$ cat src/rtl/vlogic_pkg.sv
// Shared definitions for the vector-logic datapath: op codes, arbiter FSM encoding
// and the bitwise evaluation function used by every vector-logic client.
package vlogic_pkg;

    localparam logic [1:0] OP_AND = 2'd0;
    localparam logic [1:0] OP_OR  = 2'd1;
    localparam logic [1:0] OP_XOR = 2'd2;
    localparam logic [1:0] OP_NOT = 2'd3;

    typedef enum logic [1:0] {
        ST_IDLE = 2'd0,
        ST_EXEC = 2'd1,
        ST_RESP = 2'd2
    } state_e;

    // Evaluated at full 32-bit width; callers truncate to their operand size.
    function automatic logic [31:0] vlogic_eval(input logic [1:0]  op,
                                                input logic [31:0] a,
                                                input logic [31:0] b);
        logic [31:0] r;
        case (op)
            OP_AND:  r = a & b;
            OP_OR:   r = a | b;
            OP_XOR:  r = a ^ b;
            default: r = ~a;
        endcase
        return r;
    endfunction

endpackage

$ cat src/rtl/vlogic_rr_arbiter.sv
// Combinational round-robin picker: grants the first set request at or after ptr,
// wrapping at NREQ. The pointer register lives in the caller.
module vlogic_rr_arbiter #(
    parameter int unsigned NREQ = 4,
    parameter int unsigned IDW  = 2
) (
    input  logic [NREQ-1:0] req,
    input  logic [IDW-1:0]  ptr,
    output logic [NREQ-1:0] gnt,
    output logic [IDW-1:0]  gnt_id,
    output logic            any
);

    int unsigned idx;

    always_comb begin
        gnt    = '0;
        gnt_id = '0;
        any    = 1'b0;
        idx    = 0;
        for (int unsigned k = 0; k < NREQ; k++) begin
            idx = (32'(ptr) + k) % NREQ;
            if (!any && req[idx]) begin
                gnt[idx] = 1'b1;
                gnt_id   = IDW'(idx);
                any      = 1'b1;
            end
        end
    end

endmodule

$ cat src/rtl/vlogic_share_arbiter.sv
// Shares one registered AND/OR/XOR/NOT unit among NREQ requesters, one op in flight.
// Define VLOGIC_ARB_STATS_EN to add the 32-bit stat_ops completed-response counter.
module vlogic_share_arbiter
    import vlogic_pkg::*;
#(
    parameter int unsigned NREQ = 4,
    parameter int unsigned SIZE = 8,
    parameter int unsigned IDW  = 2
) (
    input  logic                 clk,
    input  logic                 rst,
    input  logic [NREQ-1:0]      req_valid,
    output logic [NREQ-1:0]      req_ready,
    input  logic [2*NREQ-1:0]    req_op,
    input  logic [SIZE*NREQ-1:0] req_a,
    input  logic [SIZE*NREQ-1:0] req_b,
    output logic                 rsp_valid,
    input  logic                 rsp_ready,
    output logic [SIZE-1:0]      rsp_data,
    output logic [IDW-1:0]       rsp_id,
    output logic                 busy
`ifdef VLOGIC_ARB_STATS_EN
    ,
    output logic [31:0]          stat_ops
`endif
);

    state_e          state_q, state_d;
    logic [IDW-1:0]  rr_ptr_q, rr_ptr_d;
    logic [1:0]      op_q, op_d;
    logic [SIZE-1:0] a_q, a_d, b_q, b_d;
    logic [IDW-1:0]  id_q, id_d;
    logic            rsp_valid_q, rsp_valid_d;
    logic [SIZE-1:0] rsp_data_q, rsp_data_d;
    logic [IDW-1:0]  rsp_id_q, rsp_id_d;

    logic [NREQ-1:0] gnt;
    logic [IDW-1:0]  gnt_id;
    logic            any;

    vlogic_rr_arbiter #(
        .NREQ (NREQ),
        .IDW  (IDW)
    ) u_rr (
        .req    (req_valid),
        .ptr    (rr_ptr_q),
        .gnt    (gnt),
        .gnt_id (gnt_id),
        .any    (any)
    );

    // Gated by rst so nothing is offered while reset is held.
    assign req_ready = (state_q == ST_IDLE && !rst) ? gnt : '0;
    assign rsp_valid = rsp_valid_q;
    assign rsp_data  = rsp_data_q;
    assign rsp_id    = rsp_id_q;
    assign busy      = (state_q != ST_IDLE);

    always_comb begin
        state_d     = state_q;
        rr_ptr_d    = rr_ptr_q;
        op_d        = op_q;
        a_d         = a_q;
        b_d         = b_q;
        id_d        = id_q;
        rsp_valid_d = rsp_valid_q;
        rsp_data_d  = rsp_data_q;
        rsp_id_d    = rsp_id_q;
        unique case (state_q)
            ST_IDLE: begin
                if (any) begin
                    for (int unsigned i = 0; i < NREQ; i++) begin
                        if (gnt[i]) begin
                            op_d = req_op[2*i +: 2];
                            a_d  = req_a[SIZE*i +: SIZE];
                            b_d  = req_b[SIZE*i +: SIZE];
                        end
                    end
                    id_d = gnt_id;
                    if (32'(gnt_id) == NREQ - 1) begin
                        rr_ptr_d = '0;
                    end else begin
                        rr_ptr_d = gnt_id + IDW'(1);
                    end
                    state_d = ST_EXEC;
                end
            end
            ST_EXEC: begin
                rsp_data_d  = SIZE'(vlogic_eval(op_q, 32'(a_q), 32'(b_q)));
                rsp_id_d    = id_q;
                rsp_valid_d = 1'b1;
                state_d     = ST_RESP;
            end
            ST_RESP: begin
                if (rsp_ready) begin
                    rsp_valid_d = 1'b0;
                    state_d     = ST_IDLE;
                end
            end
            default: state_d = ST_IDLE;
        endcase
    end

    always_ff @(posedge clk) begin
        if (rst) begin
            state_q     <= ST_IDLE;
            rr_ptr_q    <= '0;
            op_q        <= OP_AND;
            a_q         <= '0;
            b_q         <= '0;
            id_q        <= '0;
            rsp_valid_q <= 1'b0;
            rsp_data_q  <= '0;
            rsp_id_q    <= '0;
        end else begin
            state_q     <= state_d;
            rr_ptr_q    <= rr_ptr_d;
            op_q        <= op_d;
            a_q         <= a_d;
            b_q         <= b_d;
            id_q        <= id_d;
            rsp_valid_q <= rsp_valid_d;
            rsp_data_q  <= rsp_data_d;
            rsp_id_q    <= rsp_id_d;
        end
    end

`ifdef VLOGIC_ARB_STATS_EN
    logic [31:0] stat_q, stat_d;

    always_comb begin
        stat_d = stat_q;
        if (state_q == ST_RESP && rsp_ready) begin
            stat_d = stat_q + 32'd1;
        end
    end

    always_ff @(posedge clk) begin
        if (rst) begin
            stat_q <= '0;
        end else begin
            stat_q <= stat_d;
        end
    end

    assign stat_ops = stat_q;
`endif

endmodule

$ cat config.mk
export PLATFORM = sky130hd
export DESIGN_NAME = vlogic_share_arbiter
export DESIGN_NICKNAME = d
export VERILOG_FILES = /design/src/rtl/vlogic_pkg.sv /design/src/rtl/vlogic_rr_arbiter.sv /design/src/rtl/vlogic_share_arbiter.sv
export SDC_FILE = /design/constraint.sdc
export NUM_CORES = 1
export LEC_CHECK = 0
export CELL_PAD_IN_SITES_DETAIL_PLACEMENT = 0
export CELL_PAD_IN_SITES_GLOBAL_PLACEMENT = 1
export CORE_ASPECT_RATIO = 1.1
export CORE_MARGIN = 10
export CORE_UTILIZATION = 36
export DETAILED_ROUTE_END_ITERATION = 10
export GPL_TIMING_DRIVEN = 0
export MAX_ROUTING_LAYER = met4
export PLACE_DENSITY_LB_ADDON = 0.12
export SLEW_MARGIN = 20
export SYNTH_ARGS = -nofsm -noshare
export SYNTH_HDL_FRONTEND = slang
export SYNTH_SLANG_ARGS = --single-unit
$ cat constraint.sdc
create_clock -name clk -period 7.5 [get_ports clk]
set_input_delay 0.75 -clock clk [delete_from_list [all_inputs] [get_ports clk]]
set_output_delay 0.75 -clock clk [all_outputs]
set_load 0.01 [all_outputs]
==> results of run 1 <==
cells in the final DEF, fill, tap and decap left out, drive strengths merged, types with 2 or more instances in the layout:
cell type / n
a221oi: 22
or3: 2
clkdlybuf4s50: 90
mux4: 11
nand2b: 2
a221o: 2
a21o: 2
o2bb2ai: 18
buf: 11
nor2b: 3
a22o: 2
mux2i: 4
a2bb2oi: 19
and2: 19
or3b: 2
clkbuf: 23
dfxtp: 35
nor3b: 2
ha: 22
nand3b: 2
o21ai: 21
inv: 28
nand2: 23
nor2: 13
a21oi: 16
or2: 2
xnor2: 2
how the worst min path moves through the flow:
stage | startpoint | end | slack, ps | depth (start not counted)
2_1_floorplan | id_q[1] | rsp_id[1] | 430 | 2
3_3_place_gp | rsp_data[7] | rsp_data[7] | 440 | 2
3_5_place_dp | rsp_data[7] | rsp_data[7] | 450 | 2
4_1_cts | rsp_data[7] | rsp_data[7] | 460 | 2
5_1_grt | rsp_data[1] | rsp_data[1] | 490 | 2
6_report | rsp_data[7] | rsp_data[7] | 450 | 2
metrics by stage:
stage          power (mW)  area (um2)
5_1_grt             1.237        3901
4_1_cts             1.148        3901
6_report            1.129        3901
3_5_place_dp        1.011        3820
3_3_place_gp        1.005        3820
2_1_floorplan      0.8118        2788
logic make-up after synthesis:
kind of cell	count (synthesis)	share of synthesized area
AO/OA/AOI/OAI	109	0.2989
XOR/XNOR	2	0.006285
adder cells (fa/ha/maj)	22	0.09874
buffers and inverters	55	0.08887
flip-flops	35	0.2513
multiplexers	16	0.1073
AND/OR/NAND/NOR	75	0.1486
layer usage:
| metal | vias to the layer above | share of wire |
|---|---|---|
| met1 | 1234 | 0.44 |
| met4 | 0 | 0.0053 |
| met5 | - | 0 |
| met3 | 4 | 0.029 |
| li1 | 1360 | - |
| met2 | 71 | 0.52 |
worst max-delay path, stage by stage (launching register included):
cell and delay, ps:
sky130_fd_sc_hd__dfxtp_1 510, sky130_fd_sc_hd__buf_6 200, sky130_fd_sc_hd__inv_1 130, sky130_fd_sc_hd__ha_1 330
sky130_fd_sc_hd__buf_6 130, sky130_fd_sc_hd__mux4_2 590, sky130_fd_sc_hd__a22o_1 300, sky130_fd_sc_hd__a221oi_2 600
sky130_fd_sc_hd__clkbuf_1 390, sky130_fd_sc_hd__nor2_1 90, sky130_fd_sc_hd__clkdlybuf4s50_1 500
power by group through the flow:
stage / clock network (mW) / registers (mW) / logic, mW
2_1_floorplan: 0 / 0.259 / 0.553
3_5_place_dp: 0 / 0.267 / 0.743
4_1_cts: 0.134 / 0.264 / 0.750
6_report: 0.130 / 0.263 / 0.737
3_3_place_gp: 0 / 0.266 / 0.739
5_1_grt: 0.143 / 0.269 / 0.825
registers in the layout, indices dropped and copies added, names as in the netlist, named ones only:
name,cells
id_q,2
rr_ptr_q,1
state_q,2
rsp_id,2
rsp_data,8
op_q,2
a_q,8
rsp_valid,1
b_q,8
layout make-up:
class                           count  area (um2)
Clock inverter                      1       5.005
Fill cell                         748        3613
Clock buffer                        7       76.32
Buffer                             27       142.6
Multi-Input combinational cell    224        1839
Inverter                           28       105.1
Timing Repair Buffer               90       900.9
Tap cell                          105       131.4
Sequential cell                    35       700.7
==> run summary, run 1 <==
Final wirelength: 8043 um. The max-slew violation total from the final report was 0; the total DRC errors in the routed layout was 0. For this design the top-level I/O count stands at 95.

The path class of the tightest hold or removal check is flip-flop to flip-flop. The setup check on the worst reg-to-reg path leaves a slack of 3750 ps. At the later pin of the worst-skew pair, clock insertion delay measures 280 ps. Number of buffers on the longest clock path: 2.

Of all cell types, the one taking the most synthesized area is sky130_fd_sc_hd__dfxtp_1. The die is 112.3 um tall. The tools report the portion of total power attributed to combinational logic as 0.652. The average routed wire per standard cell is 15.56 um, and the post-synthesis net count is 415. The first routing iteration left 64 violations. The post-synthesis instance area came out at 2788 um2. The clock transition at the registers of the reported paths is 70 ps, and the count of state elements after synthesis is 35. Compared with the post-synthesis result, the final layout area differs by 39.95%. The post-route setup TNS is 0 ps. In this run the static leakage power is 1.487 nW. The met3 routing resource usage after global routing is 0.02174, and the core utilization of the finished layout is 0.5191.

The period utilization was 0.6398; the share of synthesized flip-flops with an asynchronous set or reset was 0. The run finished with clean final reports. For the total inserted antenna cells, the log shows 0. The proportion of total power due to net switching was 0.4109; the max-capacitance violation count was 0. The critical setup path kind is flip-flop to primary output. The root buffer cell chosen for the clock tree is sky130_fd_sc_hd__clkbuf_8.

The logs give 0.1555 for the met1 usage and 2701 ps for the least setup slack across all paths after layout. Across all layers, the routed design uses 2,669 vias. The worst setup path is launched from a flip-flop.

For the post-CTS repair timing setup buffer count, the log shows 0. The logs give 0 for the remaining antenna violation count and 0.233 for the sequential cell fraction of total power. The met2 capacity usage during global routing was 0.2593.

Ranked by total cell area, the synthesized netlist is headed by sky130_fd_sc_hd__dfxtp_1 25%, sky130_fd_sc_hd__ha_1 9.9%, sky130_fd_sc_hd__mux4_2 8.9%, sky130_fd_sc_hd__a221oi_1 6.3%, sky130_fd_sc_hd__a2bb2oi_1 6.0%. The die is 103.9 um wide. The logs give 2950 ps for the pre-CTS setup slack and 6750 ps for the worst endpoint required time. The first detailed-routing pass ran for 4 iterations. For the hold buffer count at CTS, the log shows 0. The core region is 7515 um2. The number of unique standard cell types used by synthesis came out at 48.

The number of nets in the finished design is 512, and the cell count after placement is 509. The tools report the number of clock sinks as 35. Average size of a mapped cell: 8.878 um2. Once layout is complete, the cells apart from fillers number 517. The logs give 13,520 um for the global-route wire length before repair and 0.7379 for the global placer's final weighted congestion. The run gives 0.115 as the clock network fraction of total power. For the total congestion overflow, the log shows 0.

The ratio of cells with drive above 1 in the final layout is 0.09223. In this run the worst setup path terminates at req_ready[2]. The top-area cell type share of the netlist area works out to 0.2513. The floorplan step defined a die boundary enclosing 11,670 um2. The time the final worst path needs with I/O delays and setup works out to 4799 ps.

Worst reg2reg path endpoint: a_q[5]. After technology mapping, the gate count stands at 314. The analysis attributes to net switching a power of 0.4639 mW. Port buffering added 90 buffers. The tools report the pin count of the biggest net entering global routing as 11.

The wire-length estimate of the detail-placed layout is 6519 um. After global routing, the most crowded layer is met2. Using the TritonRoute via totals, the vias-per-cell ratio works out to 5.162. In this run, synthesis inferred 0 flip-flops with an integrated enable. The clock tree synthesis step divided the H-tree into 2 levels. Between clock sinks in the finished design, the worst skew comes to 5.889 ps.

After synthesis, the most frequently instantiated cells are 35 x sky130_fd_sc_hd__dfxtp_1, 28 x sky130_fd_sc_hd__inv_1, 22 x sky130_fd_sc_hd__ha_1, 22 x sky130_fd_sc_hd__nand2_1. The arrival time of data at the critical path endpoint came out at 4050 ps. Of all nets on the critical path, the largest fanout is 10.

Derived from the worst setup path, the maximum achievable clock frequency is 0.2084 GHz. The effective utilization at floorplan was 0.3710; the power density relative to cell area was 289.4 nW/um2. The depth of the worst register-to-register path was 13. The primary flip-flop cell chosen by synthesis mapping is sky130_fd_sc_hd__dfxtp_1. The transition time of the tightest slew-check pin works out to 693.2 ps. The row count came out at 33. Hold is met by 453.6 ps. The run gives 0.1475 mV as the worst ir drop on vdd. The leading cell type by number of instances after synthesis was sky130_fd_sc_hd__dfxtp_1. The run gives 0 as the number of setup violations in the final report. The run gives 0.5379 as the relative slew slack. The number of global-route vias before repair is 2,809, and the number of antenna violations at the first check in global routing is 0. Setup repair after global routing left no endpoint under its margin.

The tools report the combined global-route utilization of all metal layers as 0.1401. In this run, CTS created clock tree buffers numbering 5. During synthesis, Yosys emitted a total of 0 warnings. Cell internal power was estimated by the tool at 0.6650 mW. The post-synthesis sequential area ratio came out at 0.2513. TritonCTS built the clock tree. The final hold violation count is 0.

The kind of end point of the critical path is a primary output. In this run, post-CTS repair resized a total of 0 instances.
Note: power is estimated with default switching activity, not from simulation.
==> run 2: changes to the inputs <==
--- a/config.mk
+++ b/config.mk
@@ -9,7 +9,7 @@
 export CELL_PAD_IN_SITES_GLOBAL_PLACEMENT = 1
 export CORE_ASPECT_RATIO = 1.1
 export CORE_MARGIN = 10
-export CORE_UTILIZATION = 36
+export CORE_UTILIZATION = 30
 export DETAILED_ROUTE_END_ITERATION = 10
 export GPL_TIMING_DRIVEN = 0
 export MAX_ROUTING_LAYER = met4
==> constraint.sdc (replaced) <==
create_clock -name clk -period 4.15 [get_ports clk]
set_input_delay 0.415 -clock clk [delete_from_list [all_inputs] [get_ports clk]]
set_output_delay 0.415 -clock clk [all_outputs]
set_load 0.01 [all_outputs]
==> run 2 against run 1 <==
  * Clock skew is essentially flat
  * First-iteration DRC count up 84%
  * Total power increased by 86%
  * Combinational power grew 90%
  * Wire length increased by 3.1%
  * Critical endpoint unchanged
  * Largest cell class unchanged
==> run summary, run 2 (synthesis results as in run 1) <==
The flow ran to the end, and the final reports show no timing, DRC or antenna violations. The clock insertion delay at the later pin of the skew report came out at 280 ps. The worst setup path is captured at a primary output. The ratio of cells with drive above 1 in the final layout is 0.1144. Number of H-tree levels: 2.

The via density per instance was 4.975; the worst ir drop on vdd was 0.1720 mV. The worst register-to-register path ends at b_q[3]. Leaving out fill and tap cells, the most frequent cell in the layout is sky130_fd_sc_hd__clkdlybuf4s50_1. The congestion estimate from routability-driven global placement came to 0.7537.

Clock tree synthesis found a total of 35 sinks. In this run the clock root is driven by a sky130_fd_sc_hd__clkbuf_8. The relative slew slack came out at 0.5563.

The final hold violation count is 0, and the number of buffers on the longest clock path is 2. Across all layers, the routed design uses 2,612 vias. Once detail routing completed, the nets flagged for antenna violations numbered 0. Detailed placement finished with a half-perimeter wire length of 6743 um.

Port buffering added 90 buffers. The clock transition at the registers of the reported paths came out at 70 ps. The worst hold path class was flip-flop to flip-flop. STA puts the critical path data arrival time at 3510 ps. The first global-routing pass estimated 14,000 um of wire. The run gives 0 as the total inserted antenna cells. The number of antenna violations at the first check in global routing came out at 0.

The number of setup violations in the final report is 0, and the power density relative to cell area is 529.7 nW/um2. Summed over all layers, the global routing overflow is 0. The critical path is of the flip-flop to primary output type. In the layout the commonest cells are 89 x sky130_fd_sc_hd__clkdlybuf4s50_1, 33 x sky130_fd_sc_hd__dfxtp_1, 28 x sky130_fd_sc_hd__inv_1.

The period utilization was 0.9468; the average routed wire per standard cell was 15.79 um. The routed design has 8290 um of wire. The floorplan step set the die height to 121.1 um.

The design draws 2.103 mW. The effective utilization at floorplan was 0.3110; the maximum fanout encountered on the critical timing path was 10. Counting instances, the worst hold path has a depth of 2. The setup check on the worst reg-to-reg path leaves a slack of 520 ps.

The pre-antenna-repair detailed-routing pass consisted of 4 iterations. After detailed routing, the number of remaining DRC violations is 0. The tools report the number of CTS-inserted buffers as 5. The detailed router finished its first iteration with 118 violations.

TritonCTS built the clock tree. In the final design database the tool counted 511 nets. Row generation in the floorplan step produced 36 rows. The pin count of the biggest net entering global routing came out at 20. The tools report the beginning of the worst hold path as rsp_id[1].

Setup repair after global routing left no endpoint under its margin. The overall die width works out to 111.9 um. The logs give 0 for the max-slew violation total from the final report and 3730 ps for the worst endpoint required time.

Relative to the synthesized area, the layout overhead comes to 42.46%. The die covers 13,550 um2. The core region is 8964 um2. STA classifies the critical path startpoint as a flip-flop.

The post-route setup TNS is 0 ps, and the depth of the worst register-to-register path is 12. For this run, the top clock speed supported by timing is 0.2545 GHz. The clock tree skew after final layout came out at 5.557 ps. The worst hold path terminates at rsp_id[1]. Subtracting the final worst setup slack from the clock period gives 3929 ps. The number of global-route vias before repair was 2,853; the static leakage was 1.527 nW. At the pin with the least slew margin, the transition time is 665.6 ps. The logs give 0 for the hold buffer count at CTS and 0 for the max-capacitance violation count. The run gives 0.1250 as the combined global-route utilization of all metal layers. During I/O placement, the number of pins put on the boundary was 95.
run 2: how the worst max path moves through the flow:
| stage | start | endpoint | depth (start not counted) |
|---|---|---|---|
| floorplan | flip-flop | req_ready[3] | 12 |
| detailed placement | flip-flop | req_ready[2] | 10 |
| global route | flip-flop | req_ready[2] | 12 |
| global placement | flip-flop | req_ready[2] | 10 |
| finish | flip-flop | req_ready[2] | 10 |
| CTS | flip-flop | req_ready[2] | 10 |
run 2: layout make-up:
class,count,area (um2)
flip-flops and latches,35,705.7
well taps,114,142.6
plain buffers,25,155.1
repair buffers,91,910.9
inverters,28,105.1
multi-input cells,224,1871
fillers,896,4992
clock inverters,1,5.005
clock buffers,7,76.32
run 2: per-stage QoR:
step,hold slack (ps),setup slack (ps),instances,area (um2),util
CTS,460.4,23.21,525,3954,0.4411
detailed placement,450.8,-41.58,518,3831,0.4274
global route,488.4,28.67,525,3971,0.4430
finish,453.5,220.6,525,3971,0.4430
global placement,444.0,-53.72,518,3831,0.4274
floorplan,431.2,931.1,314,2788,-
run 2: critical path, stage by stage (launching register included):
cell and delay [ps]:
sky130_fd_sc_hd__dfxtp_4 400, sky130_fd_sc_hd__buf_6 150, sky130_fd_sc_hd__inv_1 130, sky130_fd_sc_hd__ha_1 330, sky130_fd_sc_hd__buf_6 130, sky130_fd_sc_hd__mux4_2 600
sky130_fd_sc_hd__a22o_1 310, sky130_fd_sc_hd__a221oi_4 440, sky130_fd_sc_hd__buf_6 200, sky130_fd_sc_hd__nor2_1 50, sky130_fd_sc_hd__clkdlybuf4s50_1 480
run 2: repair_timing:
item	CTS	global route
resized for setup	11	11
setup buffers	0	1
pin swaps	0	1
endpoints found under the setup margin	3	3
run 2: layer usage:
layer,global-route usage,wire [um],up-vias
li1,-,-,1360
met1,0.1468,3847,1178
met2,0.2179,4043,70
met3,0.02077,343,4
met4,0.02894,55,0
met5,-,0,-
run 2: where the power goes:
part,internal [mW],leakage (nW),switching [mW]
sequential,0.414,0.288,0.0634
clock,0.118,0.0422,0.112
combinational,0.704,1.20,0.693
total,1.24,1.53,0.868
==> run 3: changes to the inputs <==
--- a/config.mk
+++ b/config.mk
@@ -5,6 +5,7 @@
 export SDC_FILE = /design/constraint.sdc
 export NUM_CORES = 1
 export LEC_CHECK = 0
+export ABC_AREA = 1
 export CELL_PAD_IN_SITES_DETAIL_PLACEMENT = 0
 export CELL_PAD_IN_SITES_GLOBAL_PLACEMENT = 1
 export CORE_ASPECT_RATIO = 1.1
@@ -14,6 +15,7 @@
 export GPL_TIMING_DRIVEN = 0
 export MAX_ROUTING_LAYER = met4
 export PLACE_DENSITY_LB_ADDON = 0.12
+export SKIP_LAST_GASP = 1
 export SLEW_MARGIN = 20
 export SYNTH_ARGS = -nofsm -noshare
 export SYNTH_HDL_FRONTEND = slang
==> run 3 against run 2 <==
  * Final cell count is 44% higher
  * Sequential share of layout area is 2.1 points lower
  * Worst setup slack better by 300 ps
  * Global-route usage is 0.49 points higher
  * Clock skew is 1.8 ps higher
  * Total power is 67% higher
  * Synthesized area is 15% higher
  * Hold slack better by 25 ps
  * Wire length is 19% higher
  * Utilization is 1.5 points lower
  * First-iteration DRC count is 23% higher
  * Via count is 25% higher
==> run summary, run 3 <==
The flow ran to the end, and the final reports show no timing, DRC or antenna violations. Synthesis produced 511 cells. In this design, the critical path's most frequently occurring cell is sky130_fd_sc_hd__nand2_1.

After layout, the minimum clock period comes to 3627 ps. The dominant cell type by area after synthesis was sky130_fd_sc_hd__dfxtp_1. The run gives 612 as the post-synthesis net count. The sequential cell fraction of total power is 0.156, and the cell area after placement is 4337 um2.

Post-route setup TNS: 0 ps. Clock-pin slew was measured on the worst setup and hold paths at 50 ps. The HPWL after detailed placement is 8269 um. The total congestion overflow was 0. The vertical die dimension was 128.6 um; the synthesis warning total was 0. The internal power of the cells totals 1.722 mW. The critical path is of the flip-flop to primary output type. The period utilization came out at 0.8741. Traced cell by cell, the critical path runs through inv_2, ha_1, inv_1, nand3_1, nand2_2, nor2_4, nand2_1, nand2_1, nor2_1, nand2_2, buf_6, buf_2, nand2_1, inv_1, clkdlybuf4s50_1. The synthesized design contains 0 enable-type register cells.

The tools report the post-synthesis sequential area ratio as 0.2178. The tools report the startpoint kind of the worst setup timing path as a flip-flop. In the synthesized netlist the dominant register cell turns out to be sky130_fd_sc_hd__dfxtp_1. The portion of total power attributed to combinational logic was 0.743; the maximum fanout encountered on the critical timing path was 10.

STA puts the critical path data arrival time at 3210 ps. For the met2 capacity usage during global routing, the log shows 0.2056. During I/O placement, the number of pins put on the boundary was 95. Max-slew violation total from the final report: 0. In this design, the largest share of critical-path delay is due to buffers and inverters.

Counting distinct cell types in the post-synthesis netlist gives 32. At the pin with the least slew margin, the transition time is 653.5 ps. Layout-stage area growth over the synthesis result: 39.09%. The combined global-route utilization of all metal layers was 0.1299. The critical path's slowest cell is sky130_fd_sc_hd__dfxtp_1.

TritonCTS built the clock tree. The library cell used most frequently in the layout, excluding fill and tap cells, is sky130_fd_sc_hd__nand2_1. For the met3 routing resource usage after global routing, the log shows 0.03587. The buffer cell driving the clock tree root was sky130_fd_sc_hd__clkbuf_16.

Leading cell type by number of instances after synthesis: sky130_fd_sc_hd__nand2_1. Input and output buffers added on the ports amount to 94. The kind of end point of the critical path was a primary output. The logs give 15,840 um for the global-route wire length before repair and 0.2757 GHz for the maximum operating frequency. The global placer's final weighted congestion is 0.7747. Summed over all layers, the routed wires come to 9845 um. The final route contains 3,278 vias. The clock network fraction of total power came out at 0.101. After detailed routing, the number of remaining DRC violations is 0. The final hold violation count is 0, and the pre-CTS setup slack is 787.3 ps.

For this run, the detailed router's first-pass iteration total came to 4. The worst hold path class is flip-flop to flip-flop. The cell area that synthesis handed to floorplanning was 3217 um2. The ratio of cells with drive above 1 in the final layout works out to 0.1207. The proportion of total power due to net switching is 0.5109, and the post-CTS repair timing setup buffer count is 0. For the relative slew slack, the log shows 0.5627. The layout has 1,144 filler cells. In this run the horizontal extent of the chip is 118.7 um.

Leaving out fill and tap cells, the most frequent cells in the layout are 119 x sky130_fd_sc_hd__nand2_1, 98 x sky130_fd_sc_hd__inv_1, 94 x sky130_fd_sc_hd__clkdlybuf4s50_1. The power density relative to cell area came out at 786.7 nW/um2. The clock reaches the later pin of the worst-skew pair after 280 ps. Count of instances resized after the clock tree is built: 0. Number of antenna violations at the first check in global routing: 0.

Entering global routing, the biggest net connects 11 pins. Summed over all cells, the static leakage comes to 2.246 nW. Buffers inserted to repair hold after CTS numbered 0. The floorplan has 39 rows.

After detailed routing, the average wire length per cell comes to 13.02 um. The run gives 479.0 ps as the hold slack. Setup repair after global routing left no endpoint under its margin.

The number of nets in the finished design came out at 713. The logs give 0.1575 for the met1 usage and 0 for the number of setup violations in the final report. Effective utilization at floorplan: 0.3081.

The run gives 3,266 as the number of global-route vias before repair. Counting along the longest clock path gives a buffer depth of 2. The number of clock buffers added by TritonCTS is 5. Yosys attributes the largest share of cell area to sky130_fd_sc_hd__dfxtp_1 22%, sky130_fd_sc_hd__nand2_1 14%, sky130_fd_sc_hd__inv_1 11%, sky130_fd_sc_hd__ha_1 8.6%, sky130_fd_sc_hd__a21oi_1 6.8%. The number of buffers and inverters on the critical path was 6. The count of state elements after synthesis is 35. CTS built an H-tree with a depth of 2.

The share of synthesized flip-flops with an asynchronous set or reset is 0, and the delay of the slowest cell on the worst path is 560 ps. The logs give 522.7 ps for the least setup slack across all paths after layout and 4474 um2 for the post-route standard cell area excluding fillers. At the worst endpoint, the required time is 3730 ps. After floorplanning, the core was sized to cover 10,440 um2. Remaining antenna violation count: 0.

The via density per instance was 4.336. The tools report the number of clock sinks as 35. Summed over all nets, the switching power comes to 1.798 mW.

Average size of a mapped cell: 6.295 um2. The initial DRC count came out at 145. The die covers 15,270 um2. The logs give 0.4285 for the core utilization of the finished layout and 0.2416 mV for the worst ir drop on vdd. The run gives 0 as the total inserted antenna cells. By count the netlist is led by 119 x sky130_fd_sc_hd__nand2_1, 98 x sky130_fd_sc_hd__inv_1, 49 x sky130_fd_sc_hd__nor2_1, 44 x sky130_fd_sc_hd__a21oi_1, 43 x sky130_fd_sc_hd__nand3_1. The most used routing layer was met2. The top-area cell type share of the netlist area is 0.2178. Across the run, the number of max-cap violations was 0. Across the routed clock network, the largest skew measured is 7.403 ps.
-- run 3: cell count changes after synthesis, sizes merged, moves of 5 or more --
cell / delta
a21oi: +38
a221oi: -14
buf: +5
a2bb2oi: -19
o21ai: -5
mux4: -11
nand2: +120
nand3: +48
o2bb2ai: -18
clkbuf: -12
nor2: +42
and2: -19
inv: +75
-- run 3: metrics by stage --
step                      power, mW  instances
after floorplan               2.488        511
final                         3.520        756
after CTS                     3.571        756
after global routing          3.927        756
after global placement        3.180        748
after detailed placement      3.199        748
-- run 3: worst paths after layout --
check | startpoint | end | slack, ps | depth (start not counted)
setup reg to reg | rr_ptr_q[1] | a_q[1] | 1370 | 15
hold reg to reg | rsp_id[0] | rsp_id[0] | 480 | 2
setup / recovery | rr_ptr_q[1] | req_ready[3] | 520 | 15
hold / removal | rsp_id[0] | rsp_id[0] | 480 | 2
-- run 3: tightest hold or removal path, stage by stage, from the launching register on --
cell and delay (ps):
sky130_fd_sc_hd__dfxtp_1 320, sky130_fd_sc_hd__nor2_1 40, sky130_fd_sc_hd__nor2_1 80
-- run 3: logic make-up (layout without fill, tap and decap cells) --
kind of cell | count (synthesis) | after routing | synth area share
xor gates and xnor gates | 1 | 1 | 0.002723
and+or+nand+nor | 249 | 249 | 0.3711
buffers and inverters | 123 | 225 | 0.1731
AOI/OAI and AO/OA | 81 | 81 | 0.1497
adders and majority gates | 22 | 22 | 0.08557
DFF | 35 | 35 | 0.2178
-- run 3: power by group through the flow --
stage               Combinational [mW]  Clock (mW)  Sequential, mW
finish                            2.62       0.354           0.550
detailed placement                2.64           0           0.555
CTS                               2.66       0.365           0.550
floorplan                         1.93           0           0.560
global placement                  2.63           0           0.551
global route                      2.98       0.379           0.567
-- run 3: per-layer routing --
metal | part of all wire | wire, um
met4 | 0.015 | 152
met2 | 0.45 | 4382
met1 | 0.48 | 4716
met5 | 0 | 0
met3 | 0.060 | 594
-- run 3: layout make-up --
cell class	instances	area, um2	share of cell area
Multi-Input combinational cell	353	1959	0.4379
Timing Repair Buffer	94	940.9	0.2103
Sequential cell	35	700.7	0.1566
Inverter	103	394.1	0.08809
Tap cell	143	178.9	0.03999
Buffer	20	162.7	0.03635
Clock buffer	7	132.6	0.02964
Clock inverter	1	5.005	0.001119
